**src/rtl/tx_line_state_gen.sv**
```systemverilog
// USB host line-state driver: takes over D+/D- from the packet transmitter to
// emit bus reset (SE0 then J) and, with TX_LINE_RESUME_EN, resume (K, SE0 x2, J).
module tx_line_state_gen #(
    parameter int RESET_CYCLES  = 480000,
    parameter int RESUME_CYCLES = 960000,
    parameter int FS_BIT_CYCLES = 4,
    parameter int LS_BIT_CYCLES = 32
) (
    input  logic       clk,
    input  logic       rst,
    input  logic       fullSpeedIn,
    input  logic       busResetReqIn,
    input  logic       resumeReqIn,
    input  logic       txBusyIn,
    output logic       lineCtrlActiveOut,
    output logic [1:0] txDataOut,
    output logic       busyOut,
    output logic       doneOut
);

    localparam int MAX_CYC = (RESET_CYCLES > RESUME_CYCLES) ? RESET_CYCLES : RESUME_CYCLES;
    localparam int CW      = $clog2(MAX_CYC + 1);

    localparam logic [CW-1:0] RST_LOAD   = CW'(RESET_CYCLES - 1);
    localparam logic [CW-1:0] FS_J_LOAD  = CW'(FS_BIT_CYCLES - 1);
    localparam logic [CW-1:0] LS_J_LOAD  = CW'(LS_BIT_CYCLES - 1);

    localparam logic [1:0] SE0 = 2'b00;

    typedef enum logic [2:0] {
        S_IDLE     = 3'd0,
        S_WAIT_BUS = 3'd1,
        S_RST_SE0  = 3'd2,
`ifdef TX_LINE_RESUME_EN
        S_RES_K    = 3'd3,
        S_EOP_SE0  = 3'd4,
`endif
        S_EOP_J    = 3'd5,
        S_DONE     = 3'd6
    } state_t;

    state_t        r_state, w_state_next;
    logic [CW-1:0] r_cnt, w_cnt_next;
    logic          r_speed, w_speed_next;
    logic          r_op_reset, w_op_reset_next;
    logic          r_pend_reset, w_pend_reset_next;
    logic          w_pend_resume;
    logic          w_clr_reset, w_clr_resume;
    logic          w_cnt_zero;
    logic          w_reset_inprog;
    logic          w_resume_active;
    logic          w_abort;
    logic [CW-1:0] w_j_load;

    logic          w_active_next, w_busy_next, w_done_next;
    logic [1:0]    w_data_next;
    logic          r_active, r_busy, r_done;
    logic [1:0]    r_data;

    assign w_cnt_zero     = (r_cnt == '0);
    assign w_j_load       = r_speed ? FS_J_LOAD : LS_J_LOAD;
    assign w_reset_inprog = r_op_reset && ((r_state == S_RST_SE0) || (r_state == S_EOP_J));

`ifdef TX_LINE_RESUME_EN
    localparam logic [CW-1:0] RES_LOAD   = CW'(RESUME_CYCLES - 1);
    localparam logic [CW-1:0] FS_SE_LOAD = CW'(2 * FS_BIT_CYCLES - 1);
    localparam logic [CW-1:0] LS_SE_LOAD = CW'(2 * LS_BIT_CYCLES - 1);

    logic r_pend_resume, w_pend_resume_next;

    assign w_resume_active = !r_op_reset &&
                             ((r_state == S_RES_K) || (r_state == S_EOP_SE0) || (r_state == S_EOP_J));
    // A reset request pre-empts a running resume without passing through WAIT_BUS.
    assign w_abort         = w_resume_active && (busResetReqIn || r_pend_reset);
    assign w_pend_resume   = r_pend_resume;
    assign w_pend_resume_next = (r_pend_resume && !w_clr_resume) ||
                                (resumeReqIn && !r_pend_resume && !w_resume_active);

    always_ff @(posedge clk or negedge rst) begin
        if (!rst) r_pend_resume <= 1'b0;
        else      r_pend_resume <= w_pend_resume_next;
    end
`else
    logic w_unused;
    assign w_unused        = resumeReqIn ^ w_clr_resume;
    assign w_resume_active = 1'b0;
    assign w_abort         = 1'b0;
    assign w_pend_resume   = 1'b0;
`endif

    assign w_pend_reset_next = (r_pend_reset && !w_clr_reset) ||
                               (busResetReqIn && !r_pend_reset && !w_reset_inprog && !w_abort);

    always_comb begin
        w_state_next    = r_state;
        w_cnt_next      = w_cnt_zero ? '0 : r_cnt - 1'b1;
        w_speed_next    = r_speed;
        w_op_reset_next = r_op_reset;
        w_clr_reset     = 1'b0;
        w_clr_resume    = 1'b0;
        case (r_state)
            S_IDLE: begin
                if (r_pend_reset || w_pend_resume) w_state_next = S_WAIT_BUS;
            end
            S_WAIT_BUS: begin
                if (!txBusyIn) begin
                    w_speed_next = fullSpeedIn;
                    if (r_pend_reset) begin
                        w_state_next    = S_RST_SE0;
                        w_cnt_next      = RST_LOAD;
                        w_op_reset_next = 1'b1;
                        w_clr_reset     = 1'b1;
`ifdef TX_LINE_RESUME_EN
                    end else if (r_pend_resume) begin
                        w_state_next    = S_RES_K;
                        w_cnt_next      = RES_LOAD;
                        w_op_reset_next = 1'b0;
                        w_clr_resume    = 1'b1;
`endif
                    end else begin
                        w_state_next = S_IDLE;
                    end
                end
            end
            S_RST_SE0: begin
                if (w_cnt_zero) begin
                    w_state_next = S_EOP_J;
                    w_cnt_next   = w_j_load;
                end
            end
`ifdef TX_LINE_RESUME_EN
            S_RES_K: begin
                if (w_abort) begin
                    w_state_next    = S_RST_SE0;
                    w_cnt_next      = RST_LOAD;
                    w_op_reset_next = 1'b1;
                    w_clr_reset     = 1'b1;
                end else if (w_cnt_zero) begin
                    w_state_next = S_EOP_SE0;
                    w_cnt_next   = r_speed ? FS_SE_LOAD : LS_SE_LOAD;
                end
            end
            S_EOP_SE0: begin
                if (w_abort) begin
                    w_state_next    = S_RST_SE0;
                    w_cnt_next      = RST_LOAD;
                    w_op_reset_next = 1'b1;
                    w_clr_reset     = 1'b1;
                end else if (w_cnt_zero) begin
                    w_state_next = S_EOP_J;
                    w_cnt_next   = w_j_load;
                end
            end
`endif
            S_EOP_J: begin
                if (w_abort) begin
                    w_state_next    = S_RST_SE0;
                    w_cnt_next      = RST_LOAD;
                    w_op_reset_next = 1'b1;
                    w_clr_reset     = 1'b1;
                end else if (w_cnt_zero) begin
                    w_state_next = S_DONE;
                end
            end
            S_DONE: begin
                w_state_next = (r_pend_reset || w_pend_resume) ? S_WAIT_BUS : S_IDLE;
            end
            default: w_state_next = S_IDLE;
        endcase
    end

    // Outputs are registered from the next state so the wire level lines up with the state.
    always_comb begin
        w_active_next = 1'b0;
        w_data_next   = fullSpeedIn ? 2'b10 : 2'b01;
        case (w_state_next)
            S_RST_SE0: begin
                w_active_next = 1'b1;
                w_data_next   = SE0;
            end
`ifdef TX_LINE_RESUME_EN
            S_RES_K: begin
                w_active_next = 1'b1;
                w_data_next   = w_speed_next ? 2'b01 : 2'b10;
            end
            S_EOP_SE0: begin
                w_active_next = 1'b1;
                w_data_next   = SE0;
            end
`endif
            S_EOP_J: begin
                w_active_next = 1'b1;
                w_data_next   = w_speed_next ? 2'b10 : 2'b01;
            end
            default: ;
        endcase
    end

    assign w_busy_next = (w_state_next != S_IDLE);
    assign w_done_next = (w_state_next == S_DONE);

    always_ff @(posedge clk or negedge rst) begin
        if (!rst) begin
            r_state      <= S_IDLE;
            r_cnt        <= '0;
            r_speed      <= 1'b0;
            r_op_reset   <= 1'b0;
            r_pend_reset <= 1'b0;
            r_active     <= 1'b0;
            r_data       <= 2'b00;
            r_busy       <= 1'b0;
            r_done       <= 1'b0;
        end else begin
            r_state      <= w_state_next;
            r_cnt        <= w_cnt_next;
            r_speed      <= w_speed_next;
            r_op_reset   <= w_op_reset_next;
            r_pend_reset <= w_pend_reset_next;
            r_active     <= w_active_next;
            r_data       <= w_data_next;
            r_busy       <= w_busy_next;
            r_done       <= w_done_next;
        end
    end

    assign lineCtrlActiveOut = r_active;
    assign txDataOut         = r_data;
    assign busyOut           = r_busy;
    assign doneOut           = r_done;

endmodule

```
**config.mk**
```make
export PLATFORM = sky130hd
export DESIGN_NAME = tx_line_state_gen
export DESIGN_NICKNAME = d
export VERILOG_FILES = /design/src/rtl/tx_line_state_gen.sv
export SDC_FILE = /design/constraint.sdc
export NUM_CORES = 1
export LEC_CHECK = 0
export ABC_AREA = 1
export CORE_MARGIN = 1
export CORE_UTILIZATION = 50
export DETAILED_ROUTE_END_ITERATION = 10
export PLACE_DENSITY = 0.74
export SLEW_MARGIN = 20
export SYNTH_ARGS = -nofsm -noshare
export SYNTH_HDL_FRONTEND = slang
export SYNTH_SLANG_ARGS = --single-unit
```
**constraint.sdc**
```tcl
create_clock -name clk -period 1.8 [get_ports clk]
set_input_delay 0.36 -clock clk [delete_from_list [all_inputs] [get_ports clk]]
set_output_delay 0.36 -clock clk [all_outputs]
set_load 0.05 [all_outputs]
```
* Yosys cells after proc, flatten, opt, wreduce, memory -nomap -nowiden *
Index checks and enable logic that the tools add are counted.

word-level totals
  word-level logic and storage cells = 54
  output and inout bits = 5
  bits of input ports = 6
  flip-flop bits (word level) = 31

operators by class
  add/sub/neg operators = 1
  mux-type cells = 22
  reductions and logical operators = 14
  equality and inequality tests = 7
  bitwise gates (word level) = 1

operators with widths
  operator                                                               number
  20-bit 2-to-1 mux                                                      4
  20-bit case mux with 2 select lines                                    1
  20-bit zero test                                                       1
  20-bit by 1-bit subtractor with 20-bit output (second input constant)  1
  3-bit case mux with 5 select lines                                     1
  3-bit == test (second input constant)                                  4
  3-bit 2-to-1 mux                                                       4
  1-bit 2-to-1 mux                                                       7
  3-bit by 2-bit == test with 1-bit output (second input constant)       2
  2-bit 2-to-1 mux                                                       3
  5-bit 2-to-1 mux                                                       1
  1-bit logical AND                                                      4
  2-bit case mux with 2 select lines                                     1
  3-bit by 1-bit == test with 1-bit output (second input constant)       1
  1-bit zero test                                                        3
  3-bit zero test                                                        1
  3-bit AND reduction                                                    1
  3-bit nonzero test                                                     1
  1-bit logical OR                                                       2
  2-bit OR reduction                                                     1
  1-bit inverter                                                         1

* Logic depth before layout (Yosys ltp) *
Gate-level depths: netlist of the first run.

  depth after elaboration = 6
  mapped depth = 11
  depth with buffers taken out = 11

* Worst setup path after synthesis of the first run *
No wires, ideal clock.

  path type = flip-flop to flip-flop
  start point = register r_cnt[0]
  end point = register r_busy (netlist: busyOut)
  library setup time = 135 ps
  path buffers = 0
  arrival = 1276 ps
  required time = 1665 ps
  slack = 389 ps
  clock period less this slack = 1411 ps
  stages on the path, launching flop included = 10
  path through = dfrtp_1 -> inv_1 -> ha_1 -> nand2_1 -> nor2_4 -> nand3_4 -> nand2_2 -> nand2_1 -> nor2_1 -> nand4_1

between the ends
  longest elaborated chain between the ends = 4
  elaborated cells between the ends (all ways) = 5
  classes of those cells = 3 x mux; 2 x reduce/logical

ends and longest elaborated chain
  what                                    line      text
  from (decl)                             43        logic [CW-1:0] r_cnt, w_cnt_next;
  from (signal assigned)                  215       r_cnt <= w_cnt_next;
  20-bit zero test (*)                    60        assign w_cnt_zero = (r_cnt == '0);
  3-bit 2-to-1 mux (on tied branches)     161, 126
  3-bit case mux with 5 select lines (*)  101       case (r_state)
  3-bit nonzero test (*)                  199       assign w_busy_next = (w_state_next != S_IDLE);
  via w_busy_next                         55        logic w_active_next, w_busy_next, w_done_next;
  to (signal assigned)                    221       r_busy <= w_busy_next;
  to (decl)                               57        logic r_active, r_busy, r_done;

The timed path passes the listed nets; every way through them passes the cells marked *.
A chain may end at the register's enable or synchronous reset.

* Worst setup path after layout of the first run *
  start point = register r_cnt[0]
  end point = register r_data[0] (netlist: txDataOut[0])

between the ends
  longest elaborated chain between the ends = 5
  elaborated cells between the ends (all ways) = 7
  classes of those cells = 2 x eq/ne; 4 x mux; 1 x reduce/logical

ends and longest elaborated chain
  what                                                                              line      text
  20-bit zero test (*)                                                              60
  3-bit 2-to-1 mux (on tied branches)                                               161, 126
  3-bit case mux with 5 select lines (*)                                            101
  via w_state_next[0]                                                               42        state_t r_state, w_state_next;
  3-bit == test / 3-bit by 2-bit == test with 1-bit output (equally long branches)  176       case (w_state_next)
  2-bit case mux with 2 select lines (*)                                            176
  via w_data_next[0]                                                                56        logic [1:0] w_data_next;
  to (signal assigned)                                                              220       r_data <= w_data_next;
  to (decl)                                                                         58        logic [1:0] r_data;

Marks and branches as above.

==> impl_metrics.env, run 1 <==
export IMPL_grt_start_max_net_pins=32
export IMPL_fin_crit_sh=0.890
export IMPL_power_per_cell_area_nw_per_um2=1070
export IMPL_drive_gt1_frac=0.205
export IMPL_numClockSinks=31
export IMPL_vias_per_cell=4.72
export IMPL_cts_buffers=5
export IMPL_cp_num_cells=11
export IMPL_design_area_um2=2000
export IMPL_initial_core_util=0.544
export IMPL_syn_num_nets=229
export IMPL_cts_tree="yes"
export IMPL_wl_per_cell_um=11.1
export IMPL_setup_violations=0
export IMPL_post_dp_hpwl_um=2430
export IMPL_fin_tns_setup_ps=0
export IMPL_timing_slew_headroom=0.746
export IMPL_max_cap_viol_count=0
export IMPL_leakage_nw=0.981
export IMPL_drtAntennaViolNets=0
export IMPL_pin_count=11
export IMPL_synthArstFlopShare=1.00
export IMPL_ys_warnings_count=0
export IMPL_totalWireLength_um=3190
export IMPL_clk_pin_slew_ps=100
export IMPL_synth_cell_types=29
export IMPL_syn2layout_area_growth_pct=15.6
export IMPL_path_class="reg2reg"
export IMPL_pre_cts_ws_ps=83.9
export IMPL_hold_viol_final=0
export IMPL_tightest_slew_ps=381
export IMPL_grt_pass1_vias=1234
export IMPL_cp_common_cell="nand2_1"
export IMPL_synth_seq_cells=31
export IMPL_r2r_cells=11
export IMPL_slew_viol_final=0
export IMPL_cp_arrival_ps=1840
export IMPL_worstPathMaxFanout=8
export IMPL_fin_skew_ps=13.1
export IMPL_rows=20
export IMPL_root_buffer="clkbuf_4"
export IMPL_cp_num_buf_inv=2
export IMPL_syn_area_um2=1730
export IMPL_antenna_found_initial=0
export IMPL_cts_hold_buffers_added=0
export IMPL_final_cells=288
export IMPL_syn_inst=221
export IMPL_synth_ff_type="dfrtp_1"
export IMPL_timing_fmax_mhz=624
export IMPL_slowest_stage="dfrtp_1"
export IMPL_io_buffers=9
export IMPL_min_path_type="in2async"
export IMPL_vias=1359
export IMPL_dpl_instance_area_um2=1890
export IMPL_grt_overflow=0
export IMPL_final_util=0.629
export IMPL_cts_path_max_buffers=2
export IMPL_nets=251
export IMPL_dp_cells=277
export IMPL_start_kind="flop"
export IMPL_insertion_delay_ps=330
export IMPL_first_iter_violations=74
export IMPL_worst_slack_ps=198
export IMPL_first_pass_iters=4
export IMPL_antenna_cells=0
export IMPL_chipWidth_um=60.8
export IMPL_grtUsageTotal=0.205
export IMPL_die_h_um=60.8
export IMPL_synth_edf_count=0
export IMPL_htree_levels=2
export IMPL_end_kind="flop"
export IMPL_ys_seq_area_frac=0.449
export IMPL_place_gp_congestion=0.781
export IMPL_synth_area_per_cell_um2=7.82
export IMPL_fin_crit_ps=1600
export IMPL_cp_required_ps=2040
export IMPL_vdd_drop_max_mv=0.797
export IMPL_status="finished, final reports clean"
export IMPL_path_cells="inv_1, ha_1, nand2_1, nor2_4, nand3_4, nand2_2, nand3_2, nand2_1, nand2_1, nand2_1, inv_1"
export IMPL_crit_path_max_incr_delay_ps=390
export IMPL_drc=0
export IMPL_rsz0062_at_grt="no"
export IMPL_grt_pass1_wl_um=5420
export IMPL_hold_ws_ps=408
export IMPL_die_area_um2=3700
export IMPL_crit_family="simple AND/OR/NAND/NOR gates"
export IMPL_total_power_mw=2.15
export IMPL_core_um2=3180
registers in the layout, indices dropped and copies added, names as in the netlist:
signal and cells:
busyOut 1, doneOut 1, lineCtrlActiveOut 1, r_cnt 20, r_op_reset 1, r_pend_reset 1
r_speed 1, r_state 3, txDataOut 2
synth_stat cells (2+ instances only):
master | instances | area (µm²)
nand2_1 | 54 | 203
dfrtp_1 | 31 | 776
nor2_1 | 31 | 116
inv_1 | 27 | 101
nand3_1 | 14 | 70.1
o21ai_0 | 6 | 30.0
a21oi_1 | 5 | 25.0
nand2_2 | 5 | 31.3
or2_2 | 5 | 31.3
inv_2 | 4 | 15.0
nor2_2 | 4 | 25.0
nor2_4 | 4 | 45.0
nor3_1 | 4 | 20.0
xor2_1 | 4 | 35.0
buf_2 | 2 | 10.0
ha_1 | 2 | 25.0
nand3b_1 | 2 | 15.0
nand4_1 | 2 | 12.5
nor3_2 | 2 | 20.0
nor3b_1 | 2 | 15.0
o21ai_1 | 2 | 10.0
xnor2_1 | 2 | 17.5
where the power goes:
group / switching (mW) / internal [mW] / leakage [nW]
Clock: 0.240 / 0.328 / 0.0482
Combinational: 0.463 / 0.232 / 0.584
Sequential: 0.0644 / 0.820 / 0.348
kinds of logic (layout without fill, tap and decap cells):
family / count (synthesis) / after routing / share of synthesized area
xor+xnor: 6 / 6 / 0.0304
compound gates: 15 / 15 / 0.0470
fa+ha+maj: 2 / 2 / 0.0145
flops: 31 / 31 / 0.449
buf+inv: 34 / 57 / 0.0753
simple gates: 133 / 133 / 0.384
layout make-up:
class,count,area (µm²)
tap,44,55.1
clock inverter,2,35.0
inverter,32,120
fill,302,1180
clock buffer,6,51.3
multi-input combinational,156,823
timing repair buffer,17,138
sequential,31,776
layout by cell type, fill, tap and decap left out, drive strengths merged:
cell           Yosys  layout
a21oi              6       6
clkbuf             0       6
clkinv             1       2
clkdlybuf4s50      0       4
nor3b              2       2
o211ai             1       1
bufinv             0       1
nor2              40      40
nand3             16      16
nand3b             2       2
nand4              3       3
xor2               4       4
xnor2              2       2
nor3               6       6
inv               31      31
buf                2      13
ha                 2       2
nand2             59      59
or2                5       5
dfrtp             31      31
o21ai              8       8
routing by layer:
| layer | GRT usage | vias to the layer above | share of wire |
|---|---|---|---|
| li1 | - | 730 | - |
| met1 | 0.290 | 607 | 0.53 |
| met2 | 0.303 | 15 | 0.43 |
| met3 | 0.0512 | 7 | 0.021 |
| met4 | 0.0779 | 0 | 0.015 |
| met5 | 0 | - | 0 |
path summary, 6_finish.rpt:
kind                                  from      endpoint  slack [ps]
worst max-delay path              r_cnt[0]  txDataOut[0]         200
worst min-delay path                   rst     r_cnt[18]         410
worst max register to register    r_cnt[0]  txDataOut[0]         200
worst min register to register  r_op_reset    r_op_reset         480
max in group asynchronous              rst      r_cnt[4]        1100
min in group clk                r_op_reset    r_op_reset         480
repair_timing:
action | in CTS | in global routing
gates resized for setup | 0 | 0
endpoints found under the hold margin | 0 | 0
setup buffers | 0 | 3
endpoints found under the setup margin | 0 | 2
No activity file was read; power rests on OpenSTA's default activity.
==> inputs of run 2 (changes only) <==
--- a/config.mk
+++ b/config.mk
@@ -10,6 +10,7 @@
 export CORE_UTILIZATION = 50
 export DETAILED_ROUTE_END_ITERATION = 10
 export PLACE_DENSITY = 0.74
+export SKIP_CTS_REPAIR_TIMING = 1
 export SLEW_MARGIN = 20
 export SYNTH_ARGS = -nofsm -noshare
 export SYNTH_HDL_FRONTEND = slang
==> results of run 2 <==
The final DEF is identical to that of run 1; final timing and power are the same.
==> inputs of run 3 (changes only) <==
--- a/config.mk
+++ b/config.mk
@@ -6,10 +6,12 @@
 export NUM_CORES = 1
 export LEC_CHECK = 0
 export ABC_AREA = 1
+export CELL_PAD_IN_SITES_DETAIL_PLACEMENT = 1
+export CELL_PAD_IN_SITES_GLOBAL_PLACEMENT = 2
 export CORE_MARGIN = 1
-export CORE_UTILIZATION = 50
+export CORE_UTILIZATION = 35
 export DETAILED_ROUTE_END_ITERATION = 10
-export PLACE_DENSITY = 0.74
+export PLACE_DENSITY = 0.89
 export SKIP_CTS_REPAIR_TIMING = 1
 export SLEW_MARGIN = 20
 export SYNTH_ARGS = -nofsm -noshare
==> run 3 against run 2 <==
Compared with the run above:
- die area grew 41%
- final area grew 0.56%
- largest power group unchanged
- total power grew 0.61%
==> impl_metrics.env, run 3 (synthesis results as in run 1) <==
export IMPL_status="finished, final reports clean"
export IMPL_final_seq_area_um2=776
export IMPL_core_um2=4720
export IMPL_tightest_slew_ps=408
export IMPL_drive_gt1_frac=0.200
export IMPL_final_cells=307
export IMPL_cts_buffers=5
export IMPL_cp_arrival_ps=1780
export IMPL_end_kind="flop"
export IMPL_leakage_nw=0.966
export IMPL_io_buffers=9
export IMPL_pin_count=11
export IMPL_cp_num_buf_inv=2
export IMPL_antenna_cells=0
export IMPL_vdd_drop_max_mv=0.385
export IMPL_start_kind="flop"
export IMPL_cp_required_ps=2020
export IMPL_p_sw_frac=0.368
export IMPL_path_cells="inv_2, ha_1, inv_1, nor2_1, nand2_1, nor2_1, nand3_1, nor3_2, a21oi_2, nand2_1"
export IMPL_fin_skew_ps=8.06
export IMPL_fillers=591
export IMPL_insertion_delay_ps=280
export IMPL_grtUsageTotal=0.172
export IMPL_grt_pass1_vias=1434
export IMPL_multi_input_area_um2=827
export IMPL_largest_reg_flops=20
export IMPL_crit_family="simple AND/OR/NAND/NOR gates"
export IMPL_fin_tns_setup_ps=0
export IMPL_crit_path_max_incr_delay_ps=390
export IMPL_place_gp_congestion=0.739
export IMPL_grt_pass1_wl_um=6710
export IMPL_final_cell_mix="nand2_1 (54), nor2_1 (31), dfrtp_1 (31)"
export IMPL_clockPowerShare=0.253
export IMPL_layout_commonest_cell="nand2_1"
export IMPL_chipWidth_um=72.3
export IMPL_initial_core_util=0.366
export IMPL_seqPwrFrac=0.412
export IMPL_wl_per_cell_um=12.2
export IMPL_numClockSinks=31
export IMPL_die_h_um=72.3
export IMPL_first_pass_iters=4
export IMPL_cts_path_max_buffers=2
export IMPL_post_dp_hpwl_um=2970
export IMPL_fin_crit_ps=1560
export IMPL_p_switching_mw=0.795
export IMPL_grt_start_max_net_pins=32
export IMPL_setup_violations=0
export IMPL_totalWireLength_um=3760
export IMPL_min_path_type="reg2reg"
export IMPL_design_area_um2=2010
export IMPL_drtAntennaViolNets=0
export IMPL_dpl_instance_area_um2=1920
export IMPL_drc=0
export IMPL_antenna_found_initial=0
export IMPL_power_per_cell_area_nw_per_um2=1080
export IMPL_root_buffer="clkbuf_8"
export IMPL_nets=248
export IMPL_final_util=0.425
export IMPL_htree_levels=2
export IMPL_pre_cts_ws_ps=120
export IMPL_hold_viol_final=0
export IMPL_pwr_share_comb=0.335
export IMPL_max_cap_viol_count=0
export IMPL_worstPathMaxFanout=4
export IMPL_fin_crit_sh=0.868
export IMPL_top_register="r_cnt"
export IMPL_timing_slew_headroom=0.728
export IMPL_worst_slack_ps=237
export IMPL_dp_cells=300
export IMPL_first_iter_violations=42
export IMPL_path_class="reg2reg"
export IMPL_rsz0062_at_grt="no"
export IMPL_slew_viol_final=0
export IMPL_syn2layout_area_growth_pct=16.2
export IMPL_die_area_um2=5230
export IMPL_internal_power_mw=1.37
export IMPL_timing_fmax_mhz=640
export IMPL_hold_ws_ps=469
export IMPL_vias_per_cell=4.60
export IMPL_vias=1411
export IMPL_rows=25
export IMPL_slowest_stage="dfrtp_1"
export IMPL_grt_overflow=0
export IMPL_cts_tree="yes"
export IMPL_total_power_mw=2.16
export IMPL_clk_pin_slew_ps=70
-- run 3: power by group through the flow --
stage | clock network, mW | registers [mW] | logic, mW
after floorplan | 0 | 1.01 | 0.386
after global placement | 0 | 0.899 | 0.720
after detailed placement | 0 | 0.904 | 0.729
after CTS | 0.565 | 0.891 | 0.737
after global routing | 0.588 | 0.910 | 0.825
final | 0.546 | 0.890 | 0.725
-- run 3: path summary, 6_finish.rpt --
path | from | endpoint | slack (ps) | cells after the start
worst max register to register | r_cnt[0] | r_cnt[4] | 240 | 10
worst min-delay path | r_op_reset | r_op_reset | 470 | 1
min in group asynchronous | rst | r_cnt[15] | 480 | 2
max in group asynchronous | rst | r_cnt[4] | 1020 | 2
worst max-delay path | r_cnt[0] | r_cnt[4] | 240 | 10
worst min register to register | r_op_reset | r_op_reset | 470 | 1
-- run 3: cell type report --
cell class	count	area share
Timing Repair Buffer	14	0.0573
Clock buffer	6	0.0411
Multi-Input combinational cell	156	0.412
Tap cell	67	0.0417
Inverter	32	0.0598
Sequential cell	31	0.386
Clock inverter	1	0.00249
-- run 3: per-layer routing --
layer  vias up  part of all wire  track usage
li1        723                 -            -
met1       673              0.51        0.226
met2         9              0.45        0.276
met3         6             0.023       0.0458
met4         0             0.015       0.0588
met5         -                 0            0
